## src/rtl/lu_arbiter_pkg.sv

```systemverilog
// lu_pkg: shared constants and types for the lu_arbiter block.
//   - OP_* : logic-unit operation codes carried on OP_BUS
//   - state_t : sequencer states (IDLE, EXEC, DONE)
//   - LU_W : logic-unit data width
package lu_pkg;

  localparam int LU_W = 8;

  localparam logic [1:0] OP_AND = 2'b00;
  localparam logic [1:0] OP_OR  = 2'b01;
  localparam logic [1:0] OP_XOR = 2'b10;
  localparam logic [1:0] OP_NOT = 2'b11;

  typedef enum logic [1:0] {
    S_IDLE = 2'b00,
    S_EXEC = 2'b01,
    S_DONE = 2'b10
  } state_t;

endpackage

```

## src/rtl/lu_gates.sv

```systemverilog
// 8-bit gate blocks used by the shared logic unit.
//   AND8/OR8/XOR8 : a_i, b_i (8b) -> y_o (8b)
//   NOT8          : a_i (8b)      -> y_o (8b)
module AND8 (
  input  logic [7:0] a_i,
  input  logic [7:0] b_i,
  output logic [7:0] y_o
);
  assign y_o = a_i & b_i;
endmodule

module OR8 (
  input  logic [7:0] a_i,
  input  logic [7:0] b_i,
  output logic [7:0] y_o
);
  assign y_o = a_i | b_i;
endmodule

module XOR8 (
  input  logic [7:0] a_i,
  input  logic [7:0] b_i,
  output logic [7:0] y_o
);
  assign y_o = a_i ^ b_i;
endmodule

module NOT8 (
  input  logic [7:0] a_i,
  output logic [7:0] y_o
);
  assign y_o = ~a_i;
endmodule

```

## src/rtl/lu_rr_pick.sv

```systemverilog
// lu_rr_pick: combinational round-robin picker.
//   req_i  : per-requester valid
//   ptr_i  : requester with highest priority this round
//   pick_o : one-hot winner (zero when no request)
//   idx_o  : binary index of the winner
//   any_o  : at least one request present
module lu_rr_pick #(
  parameter int N_REQ = 4,
  parameter int IDW   = 2
) (
  input  logic [N_REQ-1:0] req_i,
  input  logic [IDW-1:0]   ptr_i,
  output logic [N_REQ-1:0] pick_o,
  output logic [IDW-1:0]   idx_o,
  output logic             any_o
);

  logic [IDW:0]   sum;
  logic [IDW-1:0] cand;

  // Walk offsets from farthest to nearest so the requester closest to the
  // pointer (searching upward with wrap) is the final assignment.
  always_comb begin
    pick_o = '0;
    idx_o  = '0;
    any_o  = 1'b0;
    sum    = '0;
    cand   = '0;
    for (int k = N_REQ - 1; k >= 0; k--) begin
      sum = {1'b0, ptr_i} + (IDW+1)'(k);
      if (sum >= (IDW+1)'(N_REQ)) begin
        sum = sum - (IDW+1)'(N_REQ);
      end
      cand = sum[IDW-1:0];
      if (req_i[cand]) begin
        pick_o       = '0;
        pick_o[cand] = 1'b1;
        idx_o        = cand;
        any_o        = 1'b1;
      end
    end
  end

endmodule

```

## src/rtl/lu_arbiter.sv

```systemverilog
// lu_arbiter: round-robin arbiter/sequencer sharing one 8-bit logic unit
// (AND/OR/XOR/NOT) between N_REQ requesters. One operation in flight:
// IDLE (grant + capture) -> EXEC (compute) -> DONE (hold until taken).
//   CLK, RST (async, active-high)
//   REQ, OP_BUS, A_BUS, B_BUS : requester side, held until GNT seen
//   GNT        : one-hot acceptance strobe (combinational)
//   RES, RES_ID, RES_VALID, RES_READY : tagged result handshake
// Optional build macro LU_ARB_STATS_EN adds GNT_CNT (8-bit saturating
// grant counter per requester).
module lu_arbiter
  import lu_pkg::*;
#(
  parameter int N_REQ = 4,
  parameter int IDW   = 2
) (
  input  logic                 CLK,
  input  logic                 RST,
  input  logic [N_REQ-1:0]     REQ,
  input  logic [2*N_REQ-1:0]   OP_BUS,
  input  logic [8*N_REQ-1:0]   A_BUS,
  input  logic [8*N_REQ-1:0]   B_BUS,
  output logic [N_REQ-1:0]     GNT,
  output logic [LU_W-1:0]      RES,
  output logic [IDW-1:0]       RES_ID,
  output logic                 RES_VALID,
  input  logic                 RES_READY
`ifdef LU_ARB_STATS_EN
  ,
  output logic [8*N_REQ-1:0]   GNT_CNT
`endif
);

  state_t          state_q, state_d;
  logic [IDW-1:0]  ptr_q, ptr_d;
  logic [1:0]      op_q;
  logic [LU_W-1:0] a_q, b_q;
  logic [IDW-1:0]  wid_q;
  logic [LU_W-1:0] res_q;
  logic [IDW-1:0]  res_id_q;
  logic            res_valid_q;

  logic [N_REQ-1:0] pick;
  logic [IDW-1:0]   pick_idx;
  logic             pick_any;
  logic             launch, retire;

  logic [1:0]      sel_op;
  logic [LU_W-1:0] sel_a, sel_b;
  logic [LU_W-1:0] and_y, or_y, xor_y, not_y, unit_y;

  lu_rr_pick #(.N_REQ(N_REQ), .IDW(IDW)) u_pick (
    .req_i  (REQ),
    .ptr_i  (ptr_q),
    .pick_o (pick),
    .idx_o  (pick_idx),
    .any_o  (pick_any)
  );

  // Operand select driven directly by the one-hot pick.
  always_comb begin
    sel_op = '0;
    sel_a  = '0;
    sel_b  = '0;
    for (int i = 0; i < N_REQ; i++) begin
      if (pick[i]) begin
        sel_op = OP_BUS[2*i +: 2];
        sel_a  = A_BUS[8*i +: 8];
        sel_b  = B_BUS[8*i +: 8];
      end
    end
  end

  // FSM next-state and grant. GNT is also gated by RST so that no strobe
  // appears while reset is held (state is already IDLE then).
  always_comb begin
    state_d = state_q;
    ptr_d   = ptr_q;
    GNT     = '0;
    launch  = 1'b0;
    retire  = 1'b0;
    case (state_q)
      S_IDLE: begin
        if (pick_any && !RST) begin
          GNT     = pick;
          launch  = 1'b1;
          state_d = S_EXEC;
        end
      end
      S_EXEC: begin
        state_d = S_DONE;
      end
      S_DONE: begin
        if (res_valid_q && RES_READY) begin
          retire  = 1'b1;
          state_d = S_IDLE;
          ptr_d   = (wid_q == IDW'(N_REQ - 1)) ? '0 : wid_q + 1'b1;
        end
      end
      default: begin
        state_d = S_IDLE;
      end
    endcase
  end

  always_ff @(posedge CLK or posedge RST) begin
    if (RST) begin
      state_q     <= S_IDLE;
      ptr_q       <= '0;
      op_q        <= '0;
      a_q         <= '0;
      b_q         <= '0;
      wid_q       <= '0;
      res_q       <= '0;
      res_id_q    <= '0;
      res_valid_q <= 1'b0;
    end else begin
      state_q <= state_d;
      ptr_q   <= ptr_d;
      if (launch) begin
        op_q  <= sel_op;
        a_q   <= sel_a;
        b_q   <= sel_b;
        wid_q <= pick_idx;
      end
      if (state_q == S_EXEC) begin
        res_q       <= unit_y;
        res_id_q    <= wid_q;
        res_valid_q <= 1'b1;
      end
      if (retire) begin
        res_valid_q <= 1'b0;
      end
    end
  end

  AND8 u_and (.a_i(a_q), .b_i(b_q), .y_o(and_y));
  OR8  u_or  (.a_i(a_q), .b_i(b_q), .y_o(or_y));
  XOR8 u_xor (.a_i(a_q), .b_i(b_q), .y_o(xor_y));
  NOT8 u_not (.a_i(a_q), .y_o(not_y));

  always_comb begin
    unit_y = and_y;
    case (op_q)
      OP_AND:  unit_y = and_y;
      OP_OR:   unit_y = or_y;
      OP_XOR:  unit_y = xor_y;
      OP_NOT:  unit_y = not_y;
      default: unit_y = and_y;
    endcase
  end

  assign RES       = res_q;
  assign RES_ID    = res_id_q;
  assign RES_VALID = res_valid_q;

`ifdef LU_ARB_STATS_EN
  generate
    for (genvar gi = 0; gi < N_REQ; gi++) begin : g_cnt
      logic [7:0] cnt_q;
      always_ff @(posedge CLK or posedge RST) begin
        if (RST) begin
          cnt_q <= '0;
        end else if (GNT[gi] && cnt_q != 8'hFF) begin
          cnt_q <= cnt_q + 8'd1;
        end
      end
      assign GNT_CNT[8*gi +: 8] = cnt_q;
    end
  endgenerate
`endif

endmodule

```

## config.mk

```make
export PLATFORM = sky130hd
export DESIGN_NAME = lu_arbiter
export DESIGN_NICKNAME = d
export VERILOG_FILES = /design/src/rtl/lu_arbiter_pkg.sv /design/src/rtl/lu_gates.sv /design/src/rtl/lu_rr_pick.sv /design/src/rtl/lu_arbiter.sv
export SDC_FILE = /design/constraint.sdc
export NUM_CORES = 1
export LEC_CHECK = 0
export CAP_MARGIN = 20
export CORE_ASPECT_RATIO = 1.1
export CORE_MARGIN = 2
export CORE_UTILIZATION = 40
export DETAILED_ROUTE_END_ITERATION = 8
export PLACE_DENSITY_LB_ADDON = 0.15
export SETUP_SLACK_MARGIN = 0.02
export SYNTH_ARGS = -nofsm -noshare
export SYNTH_HDL_FRONTEND = slang
export SYNTH_SLANG_ARGS = --single-unit
```

## constraint.sdc

```tcl
create_clock -name CLK -period 5.26 [get_ports CLK]
set_input_delay 1.052 -clock CLK [delete_from_list [all_inputs] [get_ports CLK]]
set_output_delay 1.052 -clock CLK [all_outputs]
set_load 0.03 [all_outputs]
```

==> results.tsv <==
stage	metric	value	unit
global_route	number of antenna violations at the first check in global routing	0	
cts	TritonCTS clock tree	built	
power_and_ir_drop	share of total power in the clock network	8.4	%
synth	EDFF count, synth	0	
synth	share of synthesized area occupied by flip-flops and latches	27.7	%
sta	Fin Clk Skew	0.00535	ns
synth	total of flip-flops plus latches after synthesis	35	
power_and_ir_drop	Pwr per Cell Area	556	nW/um^2
detailed_routing	Remaining DRCs	0	
layout	number of antenna diodes	0	
layout	Final nets	538	
synth	post-synthesis cell type count	47	
critical_path	Worst Path Class, Setup	input pin to output pin	
critical_path	crit path DAT	3.69	ns
critical_path	kind of start point of the critical path	input pin	
detailed_routing	count of routing violations after the opening detailed-route iteration	186	
layout	fraction of layout instances using a drive strength above 1	14.0	%
global_route	maximum number of pins on one net before global-route repair	36	
layout	post-layout instance area	4280	sq um
sta	RSZ-0062 raised after global routing	no	
sta	post-layout minimum cycle time	4.74	ns
floorplan	horizontal extent of the die	88.8	um
place	number of buffer cells added on primary ports	93	
layout	area grow syn2layout	35.3	%
outcome	status	completed	
synth	cell count after synthesis	349	
global_route	first-pass GRT wire length	15100	um
sta	Final setup viols	0	
synth	YS warnings	0	
place	placed instance area	4190	sq um
sta	setup TNS	0	ns
cts	post-cts repair resize count	0	
cts	Clock Tree Buf Depth	2	
cts	number of clock sinks	35	
sta	highest achievable clock rate	211	MHz
global_route	vias in the first global route	3005	
sta	final number of hold-violating endpoints	0	
sta	period utilisation layout	90.1	%
synth	synthesized area divided by synthesized cell count	9.07	sq um
power_and_ir_drop	fraction of power spent switching nets	48.2	%
critical_path	Worst Path Max Fanout	3	
power_and_ir_drop	part of the power in registers	21.3	%
cts	clock-pin slew on the worst setup and hold paths	0.07	ns
detailed_routing	via density per instance	5.54	
power_and_ir_drop	Leak	0.00182	uW
cts	root buffer cell	sky130_fd_sc_hd__clkbuf_8	
detailed_routing	residual antenna-violating net count after detailed routing	0	
cts	insertion delay of the later-clocked pin in the worst-skew pair	0.29	ns
synth	Net Count, Synth	452	
sta	slew at the pin with the worst max-slew slack	0.941	ns
power_and_ir_drop	total net switching power	1150	uW
cts	CTS Buf Count	5	
detailed_routing	Initial DRT Pass Iterations	5	
detailed_routing	overall routed net length	8980	um
cts	setup bufs post-CTS	0	
detailed_routing	routed length per instance	16.5	um
floorplan	DIE HEIGHT	97.3	um
power_and_ir_drop	Max VDD drop	0.294	mV
floorplan	Boundary Pins	94	
place	GPL Wtd Cong	0.820	
floorplan	number of rows created at floorplan	34	
global_route	aggregate global routing overflow	0	
synth	ys async rst share	100	%
cts	hold-fix buffers at CTS	0	
power_and_ir_drop	portion of total power attributed to combinational logic	70.3	%
place	estimated wirelength of the detail-placed design	6920	um
cts	CTS HTree Levels	2	
critical_path	CP Data Required Time	4.21	ns
synth	combined area of all synthesized cells	3170	sq um
run	number of max-cap violations	0	
power_and_ir_drop	internal portion of total power	1230	uW
worst_hold_path	worst hold path type	register to register	
floorplan	area of the placeable core	7780	sq um
detailed_routing	overall via count from detail_route	3008	
critical_path	Critical Path End Type	output pin	
floorplan	floorplan die area	8640	sq um
synth	primary flip-flop cell chosen by synthesis mapping	sky130_fd_sc_hd__dfrtp_1	
global_route	total routing usage reported by global routing	22.1	%
sta	worst rel slew slack	37.0	%
sta	Pins Over Slew Limit	0	
floorplan	effective utilization at floorplan	40.7	%
[state kept, by name (all words and copies together), names as in the netlist]
name and count:
RES_VALID 1, b_q 8, wid_q 2, state_q 2, ptr_q 2, op_q 2, RES_ID 2, a_q 8
RES 8
[cell type report]
class | instances | area (sq um)
Sequential cell | 35 | 876
Tap cell | 108 | 135
Clock buffer | 6 | 82.6
Inverter | 49 | 184
Multi-Input combinational cell | 236 | 1960
Timing Repair Buffer | 108 | 1040
Fill cell | 715 | 3500
Clock inverter | 1 | 5.00
[Yosys cell counts (4+ instances only)]
master / number / area [sq um]
sky130_fd_sc_hd__inv_1: 49 / 184
sky130_fd_sc_hd__nand2_1: 46 / 173
sky130_fd_sc_hd__dfrtp_1: 35 / 876
sky130_fd_sc_hd__ha_1: 24 / 300
sky130_fd_sc_hd__o21ai_0: 23 / 115
sky130_fd_sc_hd__clkbuf_1: 19 / 71.3
sky130_fd_sc_hd__a31oi_1: 18 / 113
sky130_fd_sc_hd__o221ai_1: 18 / 158
sky130_fd_sc_hd__mux2_2: 14 / 158
sky130_fd_sc_hd__mux4_2: 11 / 248
sky130_fd_sc_hd__a311oi_1: 10 / 87.6
sky130_fd_sc_hd__a311oi_2: 9 / 135
sky130_fd_sc_hd__nor2_1: 8 / 30.0
sky130_fd_sc_hd__mux2i_1: 6 / 60.1
sky130_fd_sc_hd__a21oi_1: 5 / 25.0
sky130_fd_sc_hd__a221oi_1: 5 / 43.8
sky130_fd_sc_hd__buf_2: 5 / 25.0
sky130_fd_sc_hd__nand3b_1: 4 / 30.0
[power by group through the flow]
stage | Clock, uW | Sequential, uW | Combinational (uW)
after floorplan | 0 | 541 | 1180
after global placement | 0 | 509 | 1630
after detailed placement | 0 | 516 | 1680
after CTS | 204 | 511 | 1680
after global routing | 214 | 531 | 1840
final | 199 | 508 | 1670
[path summary, 6_finish.rpt]
path	startpoint	end	slack, ns	cells past startpoint
min reg2reg	RES[7]	RES[7]	0.50	1
max in group asynchronous	RST	b_q[5]	3.74	3
max reg2reg	ptr_q[1]	op_q[0]	1.82	8
min in group asynchronous	RST	RES[1]	1.20	3
max	REQ[3]	GNT[3]	0.52	6
min	RES[7]	RES[7]	0.50	1
[kinds of logic (layout without fill, tap and decap cells)]
group           Yosys count  after routing  synth area share, %
compound gates          104            104                 25.9
fa+ha+maj                24             24                 9.49
buf+inv                  78            164                 10.4
flops                    35             35                 27.7
mux                      31             31                 14.7
simple gates             77             77                 11.9
[metal layers]
| layer | vias up | track usage (%) | part of all wire (%) |
|---|---|---|---|
| met5 | - | 0 | 0 |
| met4 | 0 | 5.59 | 0.99 |
| met3 | 6 | 3.65 | 5.8 |
| met2 | 102 | 35.0 | 51 |
| met1 | 1445 | 31.1 | 43 |
| li1 | 1455 | - | - |
[critical path, cell delays in order]
cell and delay (ns):
sky130_fd_sc_hd__clkdlybuf4s50_1 0.49, sky130_fd_sc_hd__or3b_1 0.35, sky130_fd_sc_hd__a2111oi_1 0.61, sky130_fd_sc_hd__o21ai_0 0.22, sky130_fd_sc_hd__a311oi_1 0.26, sky130_fd_sc_hd__clkdlybuf4s50_1 0.71
[metrics by stage]
step / worst slack (ns) / util (%) / hold slack, ns / std cells / total power [uW]
after CTS: 0.488 / 55.0 / 0.509 / 543 / 2400
after floorplan: 0.785 / - / 0.471 / 349 / 1720
after global routing: 0.285 / 55.0 / 0.524 / 543 / 2590
final: 0.521 / 55.0 / 0.504 / 543 / 2380
after global placement: 0.488 / 53.9 / 0.487 / 536 / 2140
after detailed placement: 0.509 / 53.9 / 0.493 / 536 / 2190
[placed cells by master, fill, tap and decap left out, types with 2 or more instances in the layout]
cell	instances
sky130_fd_sc_hd__nor2_1	8
sky130_fd_sc_hd__dfrtp_1	35
sky130_fd_sc_hd__nand3b_1	4
sky130_fd_sc_hd__clkbuf_8	6
sky130_fd_sc_hd__inv_1	49
sky130_fd_sc_hd__mux2i_1	6
sky130_fd_sc_hd__and2_1	3
sky130_fd_sc_hd__nor2b_1	3
sky130_fd_sc_hd__clkdlybuf4s50_1	91
sky130_fd_sc_hd__o22ai_1	2
sky130_fd_sc_hd__a311oi_2	9
sky130_fd_sc_hd__mux2_2	14
sky130_fd_sc_hd__nand2_1	46
sky130_fd_sc_hd__nand2b_1	2
sky130_fd_sc_hd__a221oi_1	5
sky130_fd_sc_hd__ha_1	24
sky130_fd_sc_hd__a21oi_1	5
sky130_fd_sc_hd__a211oi_1	2
sky130_fd_sc_hd__o21ai_0	23
sky130_fd_sc_hd__o221ai_1	18
sky130_fd_sc_hd__mux4_2	11
sky130_fd_sc_hd__a31oi_1	18
sky130_fd_sc_hd__a311oi_1	10
sky130_fd_sc_hd__buf_4	17
sky130_fd_sc_hd__o21ai_1	2
No activity file was read; power rests on OpenSTA's default activity.
==> edit 1 (same flow settings) <==
`N_REQ` is set to 4 in 2 places; all go to 8.
--- a/src/rtl/lu_rr_pick.sv
+++ b/src/rtl/lu_rr_pick.sv
@@ -5,7 +5,7 @@
 //   idx_o  : binary index of the winner
 //   any_o  : at least one request present
 module lu_rr_pick #(
-  parameter int N_REQ = 4,
+  parameter int N_REQ = 8,
   parameter int IDW   = 2
 ) (
   input  logic [N_REQ-1:0] req_i,
--- a/src/rtl/lu_arbiter.sv
+++ b/src/rtl/lu_arbiter.sv
@@ -10,7 +10,7 @@
 module lu_arbiter
   import lu_pkg::*;
 #(
-  parameter int N_REQ = 4,
+  parameter int N_REQ = 8,
   parameter int IDW   = 2
 ) (
   input  logic                 CLK,
Interface: changed (5 resized); port bits go from 94 to 174. The function was not compared with the original's and may differ.
==> edit 1 against the original RTL <==
Setup slack worse by 0.085 ns. Cell area fell by 3.6%. Wire length down 8.2%. Synthesized area is 1.9% lower. Synthesized cell count shrank 13%. Sequential power increased by 6.3%. Non-clock buffer count decreased by 5. Power grew 12%. Die area decreased by 1.8%. Sequential cell count is the same. Largest cell class unchanged. Largest power group unchanged. Highest routed layer unchanged.
==> edit 1: results (changes against the original RTL) <==
INFO  metric status = completed
INFO  metric firstDrtPassIters = 4 (-1)
INFO  metric worst-slew-pin-transition = 0.683 ns (-0.258 ns)
INFO  metric via_count_of_the_first_global_routing_pass = 2,548 (-15%)
INFO  metric grt_first_pass_wirelength = 12.8 mm (-15%)
INFO  metric via_count = 2,660 (-12%)
INFO  metric seq_cell_power = 540 uW (+6.3%)
INFO  metric yosys.cell_types.count = 52 (+11%)
INFO  metric vdd.ir_drop.worst = 0.000298 V (+1.3%)
INFO  metric critical_path_arrival = 3.77 ns (+0.08 ns)
INFO  metric first_iter_violations = 76 (-59%)
INFO  metric route.layer.met1.wl = 3.59 mm (-6.0%)
INFO  metric grt_start_max_net_pins = 23 (-36%)
INFO  metric seq_power_share = 20.2% (-1.1 points)
INFO  metric critical_path.max_fanout = 10 (+7)
INFO  metric wl_met2 = 4.00 mm (-12%)
INFO  metric p_leak = 0.00174 uW (-4.4%)
INFO  metric detail_route_met3_wl = 556 um (+7.3%)
INFO  metric layout-drive-gt1-share = 19.2% (+5.1 points)
INFO  metric num-fill-cells = 720 (+0.70%)
INFO  metric reg2reg_depth = 10 (+2)
INFO  metric timing.hold.ws = 0.510 ns (+0.00621 ns)
INFO  metric hold_path_startpoint = RES_ID[1]
INFO  metric leading_cell_types_by_total_area_after_synthesis = sky130_fd_sc_hd__dfrtp_1 (28%), sky130_fd_sc_hd__ha_1 (9.7%), sky130_fd_sc_hd__mux4_2 (8.0%), sky130_fd_sc_hd__mux2_2 (6.2%), sky130_fd_sc_hd__a221oi_2 (5.3%)
INFO  metric grt_use_total = 19.6% (-2.5 points)
[edit 1: worst max path at each step]
stage,end,slack [ns],depth (start not counted)
global route,GNT[0],0.32,6
global placement,GNT[0],0.42,6
CTS,GNT[0],0.42,6
floorplan,GNT[0],0.87,12
detailed placement,GNT[0],0.44,6
finish,GNT[0],0.44,6
[edit 1: stage by stage]
| stage | cells | area (um^2) | utilization, % |
|---|---|---|---|
| CTS | 491 | 4130 | 54.9 |
| floorplan | 306 | 3120 | - |
| finish | 491 | 4130 | 54.9 |
| detailed placement | 485 | 4060 | 54.0 |
| global route | 491 | 4130 | 54.9 |
| global placement | 485 | 4060 | 54.0 |
[edit 1: critical path, cell delays in order]
cell                              delay (ns)
sky130_fd_sc_hd__clkdlybuf4s50_1        0.65
sky130_fd_sc_hd__mux4_2                 0.39
sky130_fd_sc_hd__nor4_1                 0.10
sky130_fd_sc_hd__or4_1                  0.57
sky130_fd_sc_hd__nor3_1                 0.29
sky130_fd_sc_hd__clkdlybuf4s50_1        0.72
[edit 1: cell type report]
cell class,count,area (um^2),area share [%]
timing repair buffer,103,1000,24.3
inverter,32,120,2.91
clock buffer,6,72.6,1.76
tap,105,131,3.18
multi-input combinational,210,1920,46.6
sequential,35,876,21.2
[edit 1: kinds of logic after synthesis]
group | count (synthesis) | share of synthesized area, %
mux | 31 | 15.6
simple gates | 70 | 10.8
buf+inv | 61 | 10.4
flops | 35 | 28.2
compound gates | 81 | 25.2
fa+ha+maj | 24 | 9.67
other cells | 1 | 0.121
[edit 1: per-layer routing]
layer / up-vias / track usage (%)
met2: 84 / 32.6
met3: 7 / 2.97
met1: 1296 / 26.9
met5: - / 0
met4: 0 / 5.05
li1: 1273 / -
==> edit 2 (same settings) <==
Without the edit above. Encoding of `state_t`: now one-hot (3 bits for 3 states).
--- a/src/rtl/lu_arbiter_pkg.sv
+++ b/src/rtl/lu_arbiter_pkg.sv
@@ -11,10 +11,10 @@
   localparam logic [1:0] OP_XOR = 2'b10;
   localparam logic [1:0] OP_NOT = 2'b11;
 
-  typedef enum logic [1:0] {
-    S_IDLE = 2'b00,
-    S_EXEC = 2'b01,
-    S_DONE = 2'b10
+  typedef enum logic [2:0] {
+    S_IDLE = 3'b001,
+    S_EXEC = 3'b010,
+    S_DONE = 3'b100
   } state_t;
 
 endpackage
Formal check against the unedited RTL: same outputs for any inputs over 10 cycles, from zero or initial values and one cycle with RST high; not proved beyond that.
==> edit 2 against the original RTL <==
Synthesized area rose by 7.0%. Cell area grew 3.6%. Non-clock buffer count shrank 7. Setup slack worse by 0.097 ns. Critical path depth stayed put. Hold slack worse by 0.00083 ns. Count of clock-buffer cells in the layout is 1 higher. Clock skew increased by 0.0027 ns. Power increased by 19%. Sequential cell count grew 1. Wire length down 1.3%. Via count down 2.1%. Critical endpoint unchanged. Largest cell class unchanged.
==> edit 2: results (changes against the original RTL) <==
INFO  metric critical_path_arrival = 3.78 ns (+0.09 ns)
INFO  metric critical_path.max_fanout = 10 (+7)
INFO  metric via_count = 2,946 (-2.1%)
INFO  metric layout-drive-gt1-share = 16.5% (+2.5 points)
INFO  metric dpl_cell_area = 0.00434 mm^2 (+3.6%)
INFO  metric grt_first_pass_wirelength = 14.5 mm (-3.7%)
INFO  metric cts_post_setup_buffers_inserted = 0 (unchanged)
INFO  metric nets = 544 (+1.1%)
INFO  metric finalWeightedCongestion = 0.775 (-5.5%)
INFO  metric min_delay_worst_endpoint = RES[5]
INFO  metric setup.worst_path.start = REQ[1]
INFO  metric synth_compound_area_share = 26.9% (+1.0 points)
INFO  metric firstDrtPassIters = 4 (-1)
INFO  metric hold_path_startpoint = RES[5]
INFO  metric rrSetupSlack = 1.40 ns (-0.42 ns)
INFO  metric critical_path.reg2reg.startpoint = ptr_q[1]
INFO  metric synth_fa_ha_area_share = 8.86% (-0.62 points)
INFO  metric synth_seq_area_share = 26.6% (-1.0 points)
INFO  metric vdd.ir_drop.worst = 0.000338 V (+15%)
INFO  metric rr_endpoint = b_q[6]
INFO  metric worstHoldPathType = reg2reg
INFO  metric status = completed
INFO  metric post_detailed_placement_half_perimeter_wirelength = 6.86 mm (-0.86%)
INFO  metric synth_top_cells_by_count = sky130_fd_sc_hd__nand2_1 (46), sky130_fd_sc_hd__dfrtp_1 (35), sky130_fd_sc_hd__inv_1 (30)
INFO  metric grt_use_total = 19.7% (-2.4 points)
INFO  metric first_iter_violations = 117 (-37%)
INFO  metric internal_power = 1450 uW (+17%)
INFO  metric worst_skew_pair.late_latency = 0.29 ns (about the same)
INFO  metric synth.area.mux_share = 13.1% (-1.6 points)
INFO  metric leading_cell_types_by_total_area_after_synthesis = sky130_fd_sc_hd__dfrtp_1 (26%), sky130_fd_sc_hd__ha_1 (8.9%), sky130_fd_sc_hd__mux4_2 (8.0%), sky130_fd_sc_hd__nand2_1 (5.1%), sky130_fd_sc_hd__o31ai_1 (3.8%)
INFO  metric mappedNetlistNets = 461 (+2.0%)
INFO  metric num-fill-cells = 802 (+12%)
INFO  metric grt_start_max_net_pins = 31 (-14%)
INFO  metric max-slew-margin-rel = 45.9% (+8.9 points)
INFO  metric timing.hold.ws = 0.503 ns (-0.000829 ns)
INFO  metric reg2reg_depth = 9 (+1)
INFO  metric fin_worst_skew = 0.00800 ns (+0.00265 ns)
INFO  metric yosys.cell_types.count = 54 (+15%)
INFO  metric worst_hold_path.num_cells = 1 (unchanged)
INFO  metric p_leak = 0.00190 uW (+4.1%)
INFO  metric drt-total-wl = 8.86 mm (-1.3%)
edit 2: through the flow:
stage | setup slack [ns] | instances | power [uW] | util, %
3_3_place_gp | 0.488 | 545 | 2580 | 52.2
2_1_floorplan | 1.24 | 358 | 2170 | -
4_1_cts | 0.425 | 553 | 2840 | 53.3
6_report | 0.424 | 553 | 2830 | 53.3
5_1_grt | 0.189 | 553 | 3070 | 53.3
3_5_place_dp | 0.431 | 545 | 2620 | 52.2
edit 2: routing by layer:
layer  part of all wire [%]  routed length (um)  GRT usage [%]
met2                     48                4240           32.2
met5                      0                   0              0
met4                    1.8                 158           6.20
met1                     46                4110           27.4
met3                    3.9                 344           2.54
edit 2: cell families (layout without fill, tap and decap cells):
family	Yosys count	after routing
buf+inv	56	140
flops	36	36
compound gates	103	103
simple gates	111	111
fa+ha+maj	24	24
mux	28	28
edit 2: area by class of cell:
type / instances / share of cell area (%)
timing repair buffer: 101 / 22.3
inverter: 31 / 2.62
clock inverter: 1 / 0.169
clock buffer: 7 / 1.95
sequential: 36 / 20.3
multi-input combinational: 266 / 49.5
tap: 111 / 3.13
edit 2: worst max-delay path, cell delays in order:
cell,delay (ns)
sky130_fd_sc_hd__clkdlybuf4s50_1,0.56
sky130_fd_sc_hd__mux4_2,0.65
sky130_fd_sc_hd__or2_1,0.30
sky130_fd_sc_hd__o31ai_4,0.43
sky130_fd_sc_hd__nor2_1,0.16
sky130_fd_sc_hd__clkdlybuf4s50_1,0.62
edit 2: power by group through the flow:
stage               Sequential [uW]  Combinational (uW)  Clock (uW)
floorplan                       570                1600           0
finish                          550                2070         205
detailed placement              559                2060           0
global route                    578                2270         226
global placement                551                2030           0
CTS                             553                2070         213
